<file path="src/rtl/serial_negator_lanes.sv">
// serial_negator_lanes
//   LSB-first serial two's-complement unit handling LANES bits per beat and
//   WORD_LEN-bit words. Each word is either passed through or negated; the
//   mode is sampled on the first beat of the word and held for the rest of it.
//   Negation uses the classic "seen-a-one" rule: bits are copied up to and
//   including the first 1, and every bit after it is inverted.
//   Valid/ready on both sides; the output is a single register stage without
//   a skid buffer, so latency is one cycle from accept to out_valid.
//
// Optional feature macro: SAT_DETECT_EN
//   When defined, out_ovf flags the last beat of a negated word whose value is
//   the most-negative pattern 100...0 (its negation wraps back to itself).
//   When undefined, out_ovf is tied to 0.
//
// Ports:
//   clk        rising-edge clock
//   rst_n      asynchronous active-low reset
//   clr        synchronous abort: drops the current word and the output beat
//   mode       0 = pass, 1 = negate (sampled on beat 0 of each word)
//   in_valid   input beat valid
//   in_ready   input beat accepted when in_valid && in_ready
//   in_data    input bits, bit 0 least significant
//   out_valid  output beat valid
//   out_ready  consumer ready
//   out_data   result bits
//   out_last   final beat of a word
//   out_ovf    most-negative negation flag (SAT_DETECT_EN only)
module serial_negator_lanes #(
  parameter int LANES    = 1,
  parameter int WORD_LEN = 8
) (
  input  logic             clk,
  input  logic             rst_n,
  input  logic             clr,
  input  logic             mode,
  input  logic             in_valid,
  output logic             in_ready,
  input  logic [LANES-1:0] in_data,
  output logic             out_valid,
  input  logic             out_ready,
  output logic [LANES-1:0] out_data,
  output logic             out_last,
  output logic             out_ovf
);

  localparam int BEATS = WORD_LEN / LANES;
  localparam int CNT_W = (BEATS > 1) ? $clog2(BEATS) : 1;
  localparam logic [CNT_W-1:0] LAST_BEAT = CNT_W'(BEATS - 1);

  typedef enum logic {S_NONE = 1'b0, S_SEEN = 1'b1} state_t;

  // Bit-serial negation across the lanes of one beat; carry starts at the
  // word-level "seen" flag and ripples up as soon as any lower bit is 1.
  function automatic logic [LANES-1:0] negate_beat(
    input logic [LANES-1:0] d,
    input logic             seen_in,
    input logic             neg
  );
    logic [LANES-1:0] r;
    logic             c;
    r = '0;
    c = seen_in;
    for (int i = 0; i < LANES; i++) begin
      r[i] = d[i] ^ (neg & c);
      c    = c | d[i];
    end
    return r;
  endfunction

  state_t           state, state_next;
  logic [CNT_W-1:0] beat_cnt, cnt_next;
  logic             mode_q, mode_next;
  logic             seen, first_beat, last_beat, eff_mode, accept;
  logic [LANES-1:0] result;
  logic             vld_p1, last_p1;
  logic [LANES-1:0] data_p1;

  assign in_ready   = !vld_p1 || out_ready;
  assign accept     = in_valid && in_ready && !clr;
  assign seen       = (state == S_SEEN);
  assign first_beat = (beat_cnt == '0);
  assign last_beat  = (beat_cnt == LAST_BEAT);
  assign eff_mode   = first_beat ? mode : mode_q;
  assign result     = negate_beat(in_data, seen, eff_mode);

  always_comb begin
    state_next = state;
    cnt_next   = beat_cnt;
    mode_next  = mode_q;
    if (clr) begin
      state_next = S_NONE;
      cnt_next   = '0;
    end else if (accept) begin
      if (first_beat) mode_next = mode;
      if (last_beat) begin
        state_next = S_NONE;
        cnt_next   = '0;
      end else begin
        state_next = (seen || (|in_data)) ? S_SEEN : S_NONE;
        cnt_next   = beat_cnt + CNT_W'(1);
      end
    end
  end

  // Stage p0 -> p1: word state update and output register load
  always_ff @(posedge clk or negedge rst_n) begin
    if (!rst_n) begin
      state    <= S_NONE;
      beat_cnt <= '0;
      mode_q   <= 1'b0;
      vld_p1   <= 1'b0;
      last_p1  <= 1'b0;
      data_p1  <= '0;
    end else begin
      state    <= state_next;
      beat_cnt <= cnt_next;
      mode_q   <= mode_next;
      if (clr) begin
        vld_p1  <= 1'b0;
        last_p1 <= 1'b0;
      end else if (accept) begin
        vld_p1  <= 1'b1;
        data_p1 <= result;
        last_p1 <= last_beat;
      end else if (out_ready) begin
        vld_p1  <= 1'b0;
      end
    end
  end

`ifdef SAT_DETECT_EN
  // Most-negative detection: the last beat must carry MSB=1 with every
  // lower bit of the whole word zero, and the word must be negated.
  function automatic logic ovf_flag(
    input logic [LANES-1:0] d,
    input logic             zeros_low,
    input logic             neg
  );
    logic [LANES-1:0] low_mask;
    low_mask = ~(LANES'(1) << (LANES - 1));
    return neg & d[LANES-1] & zeros_low & ~(|(d & low_mask));
  endfunction

  logic zeros_q, zeros_next, ovf_now, ovf_p1;

  assign ovf_now = last_beat & ovf_flag(in_data, zeros_q, eff_mode);

  always_comb begin
    zeros_next = zeros_q;
    if (clr) zeros_next = 1'b1;
    else if (accept) zeros_next = last_beat ? 1'b1 : (zeros_q & ~(|in_data));
  end

  always_ff @(posedge clk or negedge rst_n) begin
    if (!rst_n) begin
      zeros_q <= 1'b1;
      ovf_p1  <= 1'b0;
    end else begin
      zeros_q <= zeros_next;
      if (clr) ovf_p1 <= 1'b0;
      else if (accept) ovf_p1 <= ovf_now;
    end
  end

  assign out_ovf = ovf_p1;
`else
  assign out_ovf = 1'b0;
`endif

  assign out_valid = vld_p1;
  assign out_data  = data_p1;
  assign out_last  = last_p1;

endmodule

</file>
<file path="config.mk">
export PLATFORM = sky130hd
export DESIGN_NAME = serial_negator_lanes
export DESIGN_NICKNAME = d
export VERILOG_FILES = /design/src/rtl/serial_negator_lanes.sv
export SDC_FILE = /design/constraint.sdc
export NUM_CORES = 1
export LEC_CHECK = 0
export BUFFER_PORTS_ARGS = -buffer_cell sky130_fd_sc_hd__buf_2
export CORE_AREA = 2 2 39 41
export DETAILED_ROUTE_END_ITERATION = 10
export DIE_AREA = 0 0 41 43
export GPL_ROUTABILITY_DRIVEN = 0
export MAX_ROUTING_LAYER = met4
export RECOVER_POWER = 25
export SYNTH_ARGS = -nofsm -noshare
export SYNTH_HDL_FRONTEND = slang
export SYNTH_SLANG_ARGS = --single-unit
</file>
<file path="constraint.sdc">
create_clock -name clk -period 1.56 [get_ports clk]
set_input_delay 0.312 -clock clk [delete_from_list [all_inputs] [get_ports clk]]
set_output_delay 0.312 -clock clk [all_outputs]
set_load 0.005 [all_outputs]
</file>
==> reports/results.tsv, run 1 <==
stage	metric	value	unit
clock_network	Reg clk slew, reported paths	0.06	ns
layout	Net count, final	67	
power_and_ir_drop	Sw Ratio	26.4	%
global_routing	grt ovf	0	
floorplan	die area	0.00176	mm2
power_and_ir_drop	Comb power frac	15.7	%
worst_hold_path	hold crit path type	in -> reg	
setup_path	CP Launch Type	flip-flop	
global_routing	first-pass GRT wire length	1.23	mm
sta	Clock Skews	0.00463	ns
power_and_ir_drop	internal power	0.000348	W
clock_network	CTS root buf	clkbuf_4	
layout	Cell Count, Final, Fillers Out	71	
routing	Via density	4.75	
routing	routed len/inst	12.0	um
logic_synthesis	register area share after synthesis	46.4	%
power_and_ir_drop	PwrDens	913	mW/mm2
power_and_ir_drop	Max IR drop VDD	0.000261	V
logic_synthesis	Synth Cell Area	432	um2
global_routing	antenna violations before repair	0	
setup_path	depth of the most critical reg-to-reg path	6	
power_and_ir_drop	sequential power share	50.0	%
logic_synthesis	Seq cells post-synth	8	
routing	drt total wl	849	um
global_routing	largest net degree at the start of global routing	10	
clock_network	CTS tree	done	
floorplan	Core Footprint	0.00138	mm2
routing	drt drc	0	
setup_path	Crit. End Element	flip-flop	
sta	RSZ-0062 raised after global routing	no	
routing	1st-iter DRT viols	2	
setup_path	Setup CP Type	reg -> reg	
floorplan	num ports	12	
logic_synthesis	Syn Area/Cell	10.0	um2
sta	final period utilization	89.2	%
setup_path	Crit Path Max Fanout	4	
logic_synthesis	Ys Warns	0	
layout	layout cells sized above 1	27.3	%
setup_path	Data arrival, critical path	1.55	ns
sta	final hold vios	0	
floorplan	Initial Util	31.2	%
sta	f_max	719	MHz
clock_network	later-pin clock latency in the skew report	0.25	ns
logic_synthesis	post-synth net total	53	
power_and_ir_drop	Leak Pwr	0.252	nW
worst_hold_path	Hold Crit Depth	2	
power_and_ir_drop	Clock Power Share	34.3	%
sta	Setup-failing EPs final	0	
clock_network	TritonCTS Buffers	3	
placed_design	port bufs	10	
placed_design	Placed Cells	67	
floorplan	FP Rows	14	
layout	n_diodes	0	
routing	vias	337	
power_and_ir_drop	Switch Pwr	0.000125	W
clock_network	clk sinks	8	
global_routing	GR Util All Layers	11.4	%
clock_network	clock buffer depth	2	
layout	Area Growth Syn to Fin	20.0	%
setup_path	worst path required time	1.72	ns
sta	Slew Viols, Final	0	
floorplan	Die Height	43	um
sta	fin crit period	1.39	ns
routing	DR pass1 iterations	3	
run_status	outcome	finished, final reports clean	
sta	Setup TNS	0	ns
clock_network	H-tree Lvls	1	
logic_synthesis	Cells after Synth	43	
global_routing	number of global-route vias before repair	309	
routing	final antenna-violating net count	0	
logic_synthesis	Unique masters post-synth	22	
floorplan	Die Span X	41	um
flow_run	max-capacitance violation count	0	
flip-flops by register name (all words and copies together), names as in the netlist:
signal,count
beat_cnt,3
mode_q,1
out_data,1
out_last,1
out_valid,1
seen,1
final cells by class:
class | instances | area (um2)
sequential | 8 | 200
clock buffer | 3 | 22.5
tap | 16 | 20.0
fill | 145 | 866
multi-input combinational | 29 | 198
inverter | 3 | 11.3
timing repair buffer | 12 | 66.3
Yosys cell counts, drive strengths merged:
cell type	number	area share, %
ha	3	8.7
buf	2	4.3
a21oi	5	6.7
mux2	1	2.6
o21ai	1	1.2
o31ai	1	1.7
nor3b	1	1.7
nand2	5	6.1
a31oi	2	2.9
conb	1	0.87
nor3	1	1.2
nand2b	2	2.9
or3	1	1.5
inv	3	2.6
dfrtp	8	46
clkbuf	1	0.87
nand3	3	3.5
and4b	1	2.3
xor2	1	2.0
repair_timing:
item / CTS / global route
hold endpoints to repair: 8 / 0
setup endpoints to repair: 0 / 0
hold buffers: 1 / 0
setup buffers: 0 / 0
gates resized for setup: 0 / 0
layout by cell type, fill, tap and decap left out:
cell type and n:
buf_2 9, dfrtp_1 8, nand2_1 4, a21oi_1 4, inv_1 3, nand3_1 3, ha_1 3, clkbuf_4 3
nand2b_1 2, a31oi_1 2, nand2_4 1, or3_1 1, a21oi_2 1, nor3b_1 1, nor3_1 1, mux2_1 1
and4b_1 1, xor2_1 1, o21ai_0 1, o31ai_1 1, conb_1 1, dlygate4sd3_1 1, clkbuf_1 1, buf_4 1
power groups by stage:
stage / clock (W) / sequential, W / combinational (W)
detailed placement: 0 / 0.000241 / 0.0000743
floorplan: 0 / 0.000239 / 0.0000462
finish: 0.000162 / 0.000236 / 0.0000742
CTS: 0.000173 / 0.000237 / 0.0000763
global route: 0.000178 / 0.000239 / 0.0000848
global placement: 0 / 0.000239 / 0.0000722
cells by family (layout without fill, tap and decap cells):
family | after synthesis | in the layout | share of synthesized area (%)
and+or+nand+nor | 14 | 14 | 19.1
adders and majority gates | 3 | 3 | 8.70
xor gates and xnor gates | 1 | 1 | 2.03
other | 1 | 1 | 0.869
muxes | 1 | 1 | 2.61
DFF | 8 | 8 | 46.4
AOI/OAI and AO/OA | 9 | 9 | 12.5
buffers and inverters | 6 | 18 | 7.83
worst max-delay path: stages, from the launching register on:
cell,delay [ns]
dfrtp_1,0.38
inv_1,0.05
ha_1,0.21
and4b_1,0.20
a31oi_1,0.17
xor2_1,0.09
o31ai_1,0.20
through the flow:
step | hold WS (ns) | area, um2 | total power [W] | setup WS (ns) | utilization [%]
3_3_place_gp | 0.168 | 487 | 0.000312 | 0.199 | 35.2
6_report | 0.293 | 518 | 0.000473 | 0.169 | 37.4
3_5_place_dp | 0.172 | 487 | 0.000315 | 0.186 | 35.2
5_1_grt | 0.285 | 518 | 0.000502 | 0.0585 | 37.4
2_1_floorplan | 0.0164 | 432 | 0.000285 | 0.272 | -
4_1_cts | 0.286 | 519 | 0.000486 | 0.161 | 37.5
routing by layer:
metal,global-route usage [%],wire (um),vias to the layer above
met5,-,0,-
met4,10.0,14,0
met3,3.14,32,2
met2,14.7,407,6
met1,13.8,394,158
li1,-,-,171
worst paths after layout:
kind	start	to	slack, ns
min in group asynchronous	rst_n	mode_q$_DFFE_PN0P_	0.52
min reg2reg	mode_q$_DFFE_PN0P_	mode_q$_DFFE_PN0P_	0.51
max	beat_cnt[0]$_DFFE_PN0P_	out_data$_DFFE_PN0P_	0.17
max reg2reg	beat_cnt[0]$_DFFE_PN0P_	out_data$_DFFE_PN0P_	0.17
min	mode	mode_q$_DFFE_PN0P_	0.29
max in group asynchronous	rst_n	out_last$_DFFE_PN0P_	0.71
No activity file was read; power rests on OpenSTA's default activity.
==> run 2: changes to the inputs <==
CAP_MARGIN = 0   (was not set)
clock period = 1.1 ns   (was 1.56 ns; I/O delays follow)
==> reports/results.tsv, run 2 (synthesis results as in run 1) <==
stage	metric	value	unit
setup_path	worst path required time	1.29	ns
global_routing	number of global-route vias before repair	354	
placed_design	HPWL Detailed	670	um
setup_path	CP max stage cell	dfrtp_1	
setup_path	Worst path depth	4	
clock_network	clock buffer depth	2	
layout	max reg flops	3	
run_status	outcome	complete, but fails checks	
clock_network	TritonCTS Buffers	3	
setup_path	CP Launch Type	flip-flop	
setup_path	Setup CP Type	reg -> reg	
routing	drt drc	0	
sta	Slew Viols, Final	0	
sta	Hold WS	0.210	ns
sta	final period utilization	120	%
setup_path	critical-path cell list	ha_2, ha_4, or3_1, a21oi_2	
floorplan	Initial Util	31.2	%
power_and_ir_drop	Max IR drop VDD	0.000549	V
global_routing	largest net degree at the start of global routing	9	
global_routing	GR Util All Layers	12.6	%
run_status	violations in the final reports	setup timing	
sta	fin worst setup slack	-0.223	ns
setup_path	Data arrival, critical path	1.51	ns
sta	fin crit period	1.32	ns
setup_path	Crit Path Max Fanout	3	
routing	1st-iter DRT viols	6	
clock_network	CTS root buf	clkbuf_4	
sta	final hold vios	0	
floorplan	FP Rows	14	
layout	Net count, final	76	
floorplan	Die Height	43	um
power_and_ir_drop	PwrDens	1070	mW/mm2
floorplan	Core Footprint	0.00138	mm2
layout	most frequent cells in the layout	dfrtp_1 (8), buf_2 (7), buf_4 (7)	
clock_network	Reg clk slew, reported paths	0.06	ns
clock_network	H-tree Lvls	1	
flow_run	max-capacitance violation count	0	
sta	RSZ-0062 raised after global routing	yes	
power_and_ir_drop	Leak Pwr	0.316	nW
placed_design	port bufs	10	
setup_path	depth of the most critical reg-to-reg path	4	
clock_network	clk sinks	8	
routing	routed len/inst	12.9	um
layout	commonest non-fill, non-tap cell in the layout	dfrtp_1	
worst_hold_path	hold crit path type	in -> reg	
setup_path	Critical path buffers and inverters	0	
setup_path	Largest delay share family, worst path	flip-flops	
routing	drt total wl	1.03	mm
clock_network	CTS tree	done	
routing	DR pass1 iterations	4	
sta	Clock Skews	0.000525	ns
routing	final antenna-violating net count	0	
setup_path	delay of the slowest critical-path stage	0.41	ns
layout	Reg with most FFs	beat_cnt	
global_routing	grt ovf	0	
sta	f_max	756	MHz
worst_hold_path	Hold Crit Depth	2	
global_routing	antenna violations before repair	0	
routing	Via density	4.95	
clock_network	later-pin clock latency in the skew report	0.26	ns
sta	Setup-failing EPs final	7	
setup_path	Crit. End Element	flip-flop	
power_and_ir_drop	PnR Total Power	0.000758	W
floorplan	num ports	12	
layout	n_diodes	0	
floorplan	Die Span X	41	um
routing	vias	396	
layout	layout cells sized above 1	60.9	%
layout	Area Growth Syn to Fin	63.5	%
global_routing	first-pass GRT wire length	1.40	mm
placed_design	dpl ws	-0.233	ns
floorplan	die area	0.00176	mm2
-- run 2: worst paths after layout --
check / slack [ns] / start / endpoint
min: 0.21 / mode / mode_q$_DFFE_PN0P_
max: -0.22 / beat_cnt[1]$_DFFE_PN0P_ / beat_cnt[0]$_DFFE_PN0P_
max reg2reg: -0.22 / beat_cnt[1]$_DFFE_PN0P_ / beat_cnt[0]$_DFFE_PN0P_
max in group asynchronous: 0.40 / rst_n / mode_q$_DFFE_PN0P_
min reg2reg: 0.50 / out_data$_DFFE_PN0P_ / out_data$_DFFE_PN0P_
min in group asynchronous: 0.40 / rst_n / out_valid$_DFFE_PN0P_
-- run 2: area by class of cell --
cell class,instances,area [um2]
clock buffer,3,22.5
tap,16,20.0
inverter,3,11.3
sequential,8,200
multi-input combinational,29,294
timing repair buffer,21,158
fill,125,678
-- run 2: what timing repair did --
action	4_1_cts	5_1_grt
endpoints found under the setup margin	7	9
pin swaps	3	4
resized for setup	3	19
hold endpoints to repair	8	0
hold buffers	1	0
setup buffers	2	0
-- run 2: metrics by stage --
stage | cells | util (%) | setup TNS, ns | instance area [um2]
2_1_floorplan | 43 | - | -0.439 | 439
3_3_place_gp | 74 | 39.5 | -0.786 | 547
3_5_place_dp | 74 | 39.5 | -0.835 | 547
4_1_cts | 80 | 44.0 | -0.951 | 609
5_1_grt | 80 | 51.0 | -1.13 | 706
6_report | 80 | 51.0 | -0.810 | 706
-- run 2: power by group --
part	internal (W)	total [W]	switching, W
Combinational	0.000102	0.000184	0.0000822
Clock	0.000126	0.000235	0.000110
Sequential	0.000321	0.000338	0.0000179
-- run 2: metal layers --
layer / global-route usage, % / up-vias / part of all wire [%]
met2: 17.5 / 17 / 50
met1: 14.8 / 188 / 40
met3: 4.71 / 2 / 8.0
met4: 8.00 / 0 / 1.2
met5: - / - / 0
li1: - / 189 / -
==> run 3: changes to the inputs <==
clock period = 1.5 ns   (was 1.1 ns; I/O delays follow)
==> reports/results.tsv, run 3 (synthesis results as in run 1) <==
stage	metric	value	unit
routing	Via density	4.75	
worst_hold_path	hold crit path type	in -> reg	
power_and_ir_drop	Leak Pwr	0.250	nW
setup_path	delay of the slowest critical-path stage	0.38	ns
setup_path	CP max stage cell	dfrtp_1	
setup_path	r2r setup slk	0.11	ns
sta	fin crit period	1.39	ns
setup_path	Critical Path Start	beat_cnt[0]$_DFFE_PN0P_	
clock_network	# Post-CTS Setup Buffers	0	
floorplan	die area	0.00176	mm2
sta	fin worst setup slack	0.107	ns
sta	Clock Skews	0.00434	ns
layout	max reg flops	3	
setup_path	Critical path buffers and inverters	1	
placed_design	dpl ws	0.126	ns
sta	final hold vios	0	
global_routing	largest net degree at the start of global routing	10	
clock_network	clk sinks	8	
clock_network	later-pin clock latency in the skew report	0.25	ns
routing	1st-iter DRT viols	1	
routing	final antenna-violating net count	0	
layout	layout cells sized above 1	29.1	%
setup_path	Crit. End Element	flip-flop	
floorplan	Initial Util	31.2	%
flow_run	max-capacitance violation count	0	
setup_path	worst path required time	1.66	ns
layout	Register Area	200	um2
setup_path	critical-path cell list	inv_1, ha_2, and4b_1, a31oi_1, xor2_1, o31ai_1	
clock_network	H-tree Lvls	1	
floorplan	num ports	12	
sta	Setup TNS	0	ns
clock_network	CTS tree	done	
sta	Slew Viols, Final	0	
setup_path	Crit Path Max Fanout	4	
sta	Setup-failing EPs final	0	
setup_path	CP Launch Type	flip-flop	
layout	Fill cells	144	
setup_path	Worst Setup EP	out_data$_DFFE_PN0P_	
layout	commonest non-fill, non-tap cell in the layout	buf_2	
setup_path	depth of the most critical reg-to-reg path	6	
clock_network	clock buffer depth	2	
layout	Reg with most FFs	beat_cnt	
global_routing	grt peak-use layer	met2	
setup_path	Setup CP Type	reg -> reg	
global_routing	met2 Usage GRT	14.7	%
layout	Net count, final	67	
clock_network	Reg clk slew, reported paths	0.06	ns
global_routing	antenna violations before repair	0	
power_and_ir_drop	Max IR drop VDD	0.000271	V
floorplan	Die Height	43	um
layout	most frequent cells in the layout	buf_2 (9), dfrtp_1 (8), nand2_1 (4), a21oi_1 (4)	
global_routing	GR Util All Layers	11.4	%
placed_design	port bufs	10	
layout	n_diodes	0	
layout	Final Util	37.6	%
routing	drt drc	0	
global_routing	first-pass GRT wire length	1.23	mm
routing	DR pass1 iterations	3	
routing	routed len/inst	12.0	um
setup_path	reg2reg end	out_data$_DFFE_PN0P_	
power_and_ir_drop	PwrDens	946	mW/mm2
sta	f_max	718	MHz
sta	final period utilization	92.9	%
global_routing	GRT met3 Usage	3.14	%
sta	Hold WS	0.281	ns
routing	vias	337	
setup_path	reg2reg start	beat_cnt[0]$_DFFE_PN0P_	
floorplan	FP Rows	14	
clock_network	CTS root buf	clkbuf_4	
sta	RSZ-0062 raised after global routing	no	
global_routing	number of global-route vias before repair	309	
global_routing	global routing usage on met1	13.8	%
setup_path	Worst path depth	6	
floorplan	Die Span X	41	um
clock_network	TritonCTS Buffers	3	
run_status	outcome	finished, final reports clean	
setup_path	Largest delay share family, worst path	compound AO/OA/AOI/OAI gates	
setup_path	Data arrival, critical path	1.55	ns
floorplan	Core Footprint	0.00138	mm2
routing	drt total wl	849	um
layout	area of the multi-input gates	200	um2
layout	Area Growth Syn to Fin	20.6	%
global_routing	grt ovf	0	
run 3: final cells by class:
type                       instances  area share [%]
clock buffer                       3            4.33
inverter                           3            2.16
tap                               16            3.85
multi-input combinational         29            38.5
sequential                         8            38.5
timing repair buffer              12            12.7
run 3: where the power goes:
group | internal (W) | switching, W
registers | 0.000235 | 0.0000107
clock network | 0.0000918 | 0.0000769
logic | 0.0000358 | 0.0000420
total | 0.000363 | 0.000130
run 3: worst min path at each step:
stage	start	to	slack, ns	cells after the start
final	mode	mode_q$_DFFE_PN0P_	0.28	2
after global routing	mode	mode_q$_DFFE_PN0P_	0.27	2
after CTS	mode	mode_q$_DFFE_PN0P_	0.27	2
after detailed placement	rst_n	mode_q$_DFFE_PN0P_	0.16	1
after global placement	rst_n	mode_q$_DFFE_PN0P_	0.16	1
after floorplan	rst_n	beat_cnt[0]$_DFFE_PN0P_	0.004	0
run 3: worst reg2reg max path: stages, from the launching register on:
cell     delay (ns)
dfrtp_1        0.38
inv_1          0.06
ha_2           0.18
and4b_1        0.19
a31oi_1        0.17
xor2_1         0.09
o31ai_1        0.23
run 3: per-layer routing:
metal | vias to the layer above | routed length (um)
li1 | 171 | -
met1 | 158 | 396
met2 | 6 | 405
met3 | 2 | 32
met4 | 0 | 14
met5 | - | 0
run 3: repair_timing:
action / CTS / global route
gates resized for setup: 0 / 1
hold endpoints to repair: 8 / 0
endpoints found under the setup margin: 0 / 1
hold buffers: 1 / 0
run 3: metrics by stage:
step                std cells  area (um2)  power [W]
global route               71         520   0.000523
global placement           67         487   0.000324
CTS                        71         519   0.000505
finish                     71         520   0.000492
floorplan                  43         432   0.000296
detailed placement         67         487   0.000328
